--- config.mk ---
export PLATFORM = sky130hd
export DESIGN_NAME = control_sequencer_flat
export DESIGN_NICKNAME = d
export VERILOG_FILES = /design/src/rtl/control_sequencer_pkg.sv /design/src/rtl/control_sequencer_if.sv /design/src/rtl/control_sequencer.sv /design/src/flat_wrapper.sv
export SDC_FILE = /design/constraint.sdc
export NUM_CORES = 1
export LEC_CHECK = 0
export ABC_AREA = 1
export CAP_MARGIN = 40
export CORE_ASPECT_RATIO = 0.8
export CORE_MARGIN = 2
export CORE_UTILIZATION = 44
export CTS_BUF_LIST = sky130_fd_sc_hd__clkbuf_2 sky130_fd_sc_hd__clkbuf_4 sky130_fd_sc_hd__clkbuf_8
export DETAILED_ROUTE_END_ITERATION = 12
export PLACE_DENSITY = 0.79
export SYNTH_ARGS = -nofsm -noshare
export SYNTH_HDL_FRONTEND = slang
export SYNTH_SLANG_ARGS = --single-unit
--- constraint.sdc ---
create_clock -name clock -period 1.45 [get_ports clock]
set_input_delay 0.29 -clock clock [delete_from_list [all_inputs] [get_ports clock]]
set_output_delay 0.29 -clock clock [all_outputs]
set_load 0.02 [all_outputs]
--- src/rtl/control_sequencer_pkg.sv ---
// Shared types, field positions and helpers for the control sequencer.
// Instruction and control-word layouts are fixed by the datapath.
package control_pkg;

    typedef enum logic [1:0] {
        K_EXEC   = 2'd0,
        K_REPEAT = 2'd1,
        K_COND   = 2'd2,
        K_HALT   = 2'd3
    } kind_e;

    typedef enum logic [1:0] {
        ST_IDLE,
        ST_ISSUE,
        ST_REPEAT,
        ST_HALT
    } state_e;

    localparam int FLAG_Z = 0;
    localparam int FLAG_C = 1;
    localparam int FLAG_N = 2;
    localparam int FLAG_V = 3;

    localparam int I_KIND_LSB = 17;
    localparam int I_SEL_LSB  = 13;
    localparam int I_F_LSB    = 9;
    localparam int I_D_LSB    = 6;
    localparam int I_A_LSB    = 3;
    localparam int I_B_LSB    = 0;

    localparam int C_A_LSB = 13;
    localparam int C_B_LSB = 10;
    localparam int C_D_LSB = 7;
    localparam int C_F_LSB = 3;
    localparam int C_H_LSB = 0;

    localparam logic [15:0] CTRL_NOP = 16'h0000;

    function automatic logic [15:0] pack_ctrl(
        input logic [2:0] a,
        input logic [2:0] b,
        input logic [2:0] d,
        input logic [3:0] f,
        input logic [2:0] h
    );
        logic [15:0] w;
        w = CTRL_NOP;
        w[C_A_LSB +: 3] = a;
        w[C_B_LSB +: 3] = b;
        w[C_D_LSB +: 3] = d;
        w[C_F_LSB +: 4] = f;
        w[C_H_LSB +: 3] = h;
        return w;
    endfunction

endpackage

--- src/rtl/control_sequencer_if.sv ---
// Instruction handshake plus datapath control/status bundle.
// slave = sequencer side, master = instruction source and datapath.
interface control_sequencer_if;

    logic [18:0] instr_data;
    logic        instr_valid;
    logic        instr_ready;
    logic [3:0]  out_flags;
    logic [15:0] ctrl_word;
    logic        ctrl_valid;
    logic        halted;
    logic [7:0]  issue_count;

    modport slave (
        input  instr_data,
        input  instr_valid,
        input  out_flags,
        output instr_ready,
        output ctrl_word,
        output ctrl_valid,
        output halted,
        output issue_count
    );

    modport master (
        output instr_data,
        output instr_valid,
        output out_flags,
        input  instr_ready,
        input  ctrl_word,
        input  ctrl_valid,
        input  halted,
        input  issue_count
    );

endinterface

--- src/rtl/control_sequencer.sv ---
// Issues one datapath control word per clock from encoded instructions:
// single, repeated, flag-conditional issue and halt.
module control_sequencer
    import control_pkg::*;
(
    input  logic               clock,
    input  logic               reset_n,
    control_sequencer_if.slave bus
);

    state_e      r_state;
    state_e      w_state_nxt;
    logic [15:0] r_ctrl_word;
    logic [15:0] w_word_nxt;
    logic        r_ctrl_valid;
    logic        w_valid_nxt;
    logic        r_halted;
    logic        w_halted_nxt;
    logic [7:0]  r_issue_count;
    logic [3:0]  r_flag_q;
    logic [3:0]  r_rpt_left;
    logic [3:0]  w_rpt_nxt;

    kind_e       w_kind;
    logic [3:0]  w_sel;
    logic [3:0]  w_f;
    logic [2:0]  w_a;
    logic [2:0]  w_b;
    logic [2:0]  w_d;
    logic [3:0]  w_eff;
    logic [15:0] w_word;
    logic        w_ready;
    logic        w_accept;
    logic        w_cond_ok;

    assign w_kind = kind_e'(bus.instr_data[I_KIND_LSB +: 2]);
    assign w_sel  = bus.instr_data[I_SEL_LSB +: 4];
    assign w_f    = bus.instr_data[I_F_LSB +: 4];
    assign w_d    = bus.instr_data[I_D_LSB +: 3];
    assign w_a    = bus.instr_data[I_A_LSB +: 3];
    assign w_b    = bus.instr_data[I_B_LSB +: 3];
    assign w_word = pack_ctrl(w_a, w_b, w_d, w_f, 3'b000);

    assign w_ready  = !r_halted && (r_rpt_left == 4'd0);
    assign w_accept = bus.instr_valid && w_ready;

    // Flags of a live word are only on out_flags while it is valid.
    assign w_eff     = r_ctrl_valid ? bus.out_flags : r_flag_q;
    assign w_cond_ok = (w_eff[w_sel[1:0]] == w_sel[2]);

    always_comb begin
        w_state_nxt  = ST_IDLE;
        w_word_nxt   = CTRL_NOP;
        w_valid_nxt  = 1'b0;
        w_halted_nxt = r_halted;
        w_rpt_nxt    = r_rpt_left;
        unique case (r_state)
            ST_HALT: begin
                w_state_nxt = ST_HALT;
            end
            ST_REPEAT: begin
                w_word_nxt  = r_ctrl_word;
                w_valid_nxt = 1'b1;
                w_rpt_nxt   = r_rpt_left - 4'd1;
                w_state_nxt = (r_rpt_left > 4'd1) ? ST_REPEAT : ST_ISSUE;
            end
            default: begin
                if (w_accept) begin
                    unique case (w_kind)
                        K_EXEC: begin
                            w_state_nxt = ST_ISSUE;
                            w_word_nxt  = pack_ctrl(w_a, w_b, w_d, w_f,
                                                    w_sel[2:0]);
                            w_valid_nxt = 1'b1;
                        end
                        K_REPEAT: begin
                            w_word_nxt  = w_word;
                            w_valid_nxt = 1'b1;
                            w_rpt_nxt   = w_sel;
                            w_state_nxt = (w_sel != 4'd0) ? ST_REPEAT
                                                          : ST_ISSUE;
                        end
                        K_COND: begin
                            w_state_nxt = ST_ISSUE;
                            if (w_cond_ok) begin
                                w_word_nxt  = w_word;
                                w_valid_nxt = 1'b1;
                            end
                        end
                        K_HALT: begin
                            w_state_nxt  = ST_HALT;
                            w_halted_nxt = 1'b1;
                        end
                    endcase
                end
            end
        endcase
    end

    always_ff @(posedge clock or negedge reset_n) begin
        if (!reset_n) begin
            r_state       <= ST_IDLE;
            r_ctrl_word   <= CTRL_NOP;
            r_ctrl_valid  <= 1'b0;
            r_halted      <= 1'b0;
            r_issue_count <= 8'd0;
            r_flag_q      <= 4'd0;
            r_rpt_left    <= 4'd0;
        end else begin
            r_state      <= w_state_nxt;
            r_ctrl_word  <= w_word_nxt;
            r_ctrl_valid <= w_valid_nxt;
            r_halted     <= w_halted_nxt;
            r_rpt_left   <= w_rpt_nxt;
            if (r_ctrl_valid) begin
                r_flag_q      <= bus.out_flags;
                r_issue_count <= r_issue_count + 8'd1;
            end
        end
    end

    assign bus.instr_ready = w_ready;
    assign bus.ctrl_word   = r_ctrl_word;
    assign bus.ctrl_valid  = r_ctrl_valid;
    assign bus.halted      = r_halted;
    assign bus.issue_count = r_issue_count;

endmodule

--- src/flat_wrapper.sv ---
// flat-port wrapper written by rule: the top's interface ports become plain ports
module control_sequencer_flat import control_pkg::*;
  (clock, reset_n, bus_instr_data, bus_instr_valid, bus_out_flags, bus_instr_ready, bus_ctrl_word, bus_ctrl_valid, bus_halted, bus_issue_count);
  control_sequencer_if bus_i ();
  input  logic clock;
  input  logic reset_n;
  input wire logic [$bits(bus_i.instr_data)-1:0] bus_instr_data;
  input wire logic [$bits(bus_i.instr_valid)-1:0] bus_instr_valid;
  input wire logic [$bits(bus_i.out_flags)-1:0] bus_out_flags;
  output wire logic [$bits(bus_i.instr_ready)-1:0] bus_instr_ready;
  output wire logic [$bits(bus_i.ctrl_word)-1:0] bus_ctrl_word;
  output wire logic [$bits(bus_i.ctrl_valid)-1:0] bus_ctrl_valid;
  output wire logic [$bits(bus_i.halted)-1:0] bus_halted;
  output wire logic [$bits(bus_i.issue_count)-1:0] bus_issue_count;
  assign bus_i.instr_data = bus_instr_data;
  assign bus_i.instr_valid = bus_instr_valid;
  assign bus_i.out_flags = bus_out_flags;
  assign bus_instr_ready = bus_i.instr_ready;
  assign bus_ctrl_word = bus_i.ctrl_word;
  assign bus_ctrl_valid = bus_i.ctrl_valid;
  assign bus_halted = bus_i.halted;
  assign bus_issue_count = bus_i.issue_count;
  control_sequencer u_core (.clock(clock), .reset_n(reset_n), .bus(bus_i));
endmodule
==> results.ini <==
[run_status]
outcome = complete, but fails checks
violations = setup timing

[cells_and_area]
n_fill_cell = 287
antenna_cells = 0
nets = 300
final_common_cell = nand2_1
synthToLayoutAreaGrowth_pct = 55.2
multi_input_comb_area_um2 = 796
final_util = 0.713
regArea_um2 = 902
final_cell_mix = 51 x nand2_1, 35 x dfrtp_1, 25 x dlygate4sd2_1
final_layout_size_suffix_gt1_frac = 0.276

[critical_path]
critPathArrivalTime_ns = 1.69
worstSetupPathType = reg2reg
crit_path_start_kind = flip-flop
r2r-end = u_core.r_state[0]$_DFF_PN0_
regToRegSetupSlack_ns = -0.06
r2r-start = u_core.r_rpt_left[0]$_DFFE_PN0P_
worstPathMaxFanout = 5
end_kind = flip-flop
r2r_cells = 8
cp.required_ns = 1.63

[timing]
finalHoldViolCount = 0
fmax_ghz = 0.663
slew_headroom = 0.730
setup_ws_ns = -0.0574
min_period_ns = 1.51
setup_viol = 22
post-route-period-util = 1.04
worst_slew_pin_slew_ns = 0.405
rsz0062_at_grt = true
drv_slew = 0
clock-skew-final_ns = 0.00385
setup-tns-final_ns = -0.471

[route]
drt-wirelength-per-cell_um = 13.7
drt-pass1-iter-count = 4
routed_via_density = 4.88
drc_errors = 0
via_count = 1596
ant_nets = 0
drtIter0Drc = 126
wl_mm = 4.49

[floorplanning]
die_x_um = 74.5
ios = 53
core_um2 = 3800
row_count = 20
start_util = 0.460
die_area_um2 = 4500
die_h_um = 60.4

[synth]
netlist_area_um2 = 1750
synth_flop_cell = dfrtp_1
synthCells = 189
synth-edff-count = 0
yosysWarnings = 0
ys_seq_elements = 36
yosysSeqAreaShare = 0.515
synthArstFlopShare = 1.00
syn-num-nets = 218
yosysUniqueCellTypes = 26
avgSynthCellArea_um2 = 9.25

[job]
cap_violations = 0

[clock_tree]
clk_pin_slew_ns = 0.07
cts-root-buf = clkbuf_8
cts_sinks = 36
cts_tree = done
clk_path_buf_depth = 2
clkLatencyLatePin_ns = 0.28
htree_num_levels = 2
numCtsBuffers = 5

[pwr]
clock_power_share = 0.378
powerDensity_nw_per_um2 = 708
power_frac_comb = 0.096
internal_power_mw = 1.48
p_sw_frac = 0.228
power.leakage_nw = 1.39
power_mw = 1.92
seqPwrFrac = 0.526
peakVddDrop_mv = 0.550
switching_power_mw = 0.438

[global_route]
grt_first_pass_wirelength_mm = 7.43
overflow = 0
grt_max_degree = 21
grt_use_total = 0.224
grt_pass1_vias = 1577
grt_antenna_before_repair = 0

[worst_hold_path]
holdCritPathClass = in2async

[place]
dpl.hpwl_mm = 2.83
detailedPlace.worstSlack_ns = -0.269
portBuffers = 52
gp_congestion = 0.809

==> kinds of logic (layout without fill, tap and decap cells) <==
family	count (synthesis)	count (layout)	share of synthesized area
flops	36	36	0.515
fa+ha+maj	3	3	0.0215
buf+inv	27	110	0.0758
compound gates	19	19	0.0715
simple gates	97	97	0.281
xor+xnor	7	7	0.0351
==> how the worst max path moves through the flow <==
stage                     cells past startpoint  slack (ns)                        startpoint                                    to
after floorplan                               7       0.001  u_core.r_rpt_left[0]$_DFFE_PN0P_      u_core.r_rpt_left[3]$_DFFE_PN0P_
after global placement                        9       -0.23                bus_instr_data[13]   u_core.bus.ctrl_word[8]$_DFFE_PN0N_
after detailed placement                      9       -0.27                bus_instr_data[13]  u_core.bus.ctrl_word[10]$_DFFE_PN0N_
after CTS                                     5       -0.05  u_core.r_rpt_left[0]$_DFFE_PN0P_                       bus_instr_ready
after global routing                          9       -0.15  u_core.r_rpt_left[0]$_DFFE_PN0P_      u_core.r_rpt_left[1]$_DFFE_PN0P_
final                                         8       -0.06  u_core.r_rpt_left[0]$_DFFE_PN0P_           u_core.r_state[0]$_DFF_PN0_
==> worst max-delay path: stages, from the launching register on <==
cell,delay [ns]
dfrtp_1,0.41
inv_2,0.10
ha_4,0.15
nand3_2,0.08
inv_2,0.07
buf_6,0.09
nand3_4,0.13
buf_4,0.18
o221ai_1,0.20
==> synth_stat cells, types with 2 or more instances <==
master    number  area (um2)
a21oi_1        2        10.0
a32o_1         3        30.0
dfrtp_1       36         901
ha_1           3        37.5
inv_1         20        75.1
nand2_1       54         203
nand2_2        3        18.8
nand3_1       14        70.1
nand3_2       14         140
nor2_1         9        33.8
o21ai_0        9        45.0
o221ai_1       2        17.5
xor2_1         7        61.3
==> what timing repair did <==
item,4_1_cts,5_1_grt
pin swaps,2,3
cloned,1,0
hold buffers,1,0
setup buffers,4,2
endpoints found under the setup margin,50,27
gates resized for setup,45,16
hold endpoints to repair,16,0
==> stage by stage <==
stage          area [um2]  instances  hold WS [ns]
2_1_floorplan        1760        189      -0.00559
3_3_place_gp         2480        311         0.235
6_report             2710        327         0.455
4_1_cts              2660        325         0.468
3_5_place_dp         2480        311         0.240
5_1_grt              2710        327         0.483
==> state kept, by name (all words and copies together), names as in the netlist <==
| register | flops |
|---|---|
| u_core.bus.issue_count | 8 |
| u_core.bus.ctrl_valid | 1 |
| u_core.bus.ctrl_word | 16 |
| u_core.r_rpt_left | 4 |
| u_core.r_state | 2 |
| u_core.r_flag_q | 4 |
| u_core.bus.halted | 1 |
==> final cells by class <==
class | instances | area share
inverter | 22 | 0.0341
multi-input combinational | 126 | 0.293
clock inverter | 2 | 0.00369
sequential | 36 | 0.332
clock buffer | 6 | 0.0304
tap | 55 | 0.0254
timing repair buffer | 80 | 0.281
==> per-layer routing <==
layer / track usage / part of all wire / vias to the layer above
li1: - / - / 781
met2: 0.363 / 0.50 / 48
met1: 0.297 / 0.44 / 761
met4: 0.0918 / 0.014 / 0
met5: 0 / 0 / -
met3: 0.0498 / 0.045 / 6
==> power by group through the flow <==
stage / registers, mW / logic [mW] / clock network [mW]
detailed placement: 1.03 / 0.173 / 0
global route: 1.01 / 0.200 / 0.790
finish: 1.01 / 0.184 / 0.726
global placement: 1.03 / 0.170 / 0
floorplan: 1.03 / 0.0562 / 0
CTS: 1.01 / 0.181 / 0.734
No activity file was read; power rests on OpenSTA's default activity.
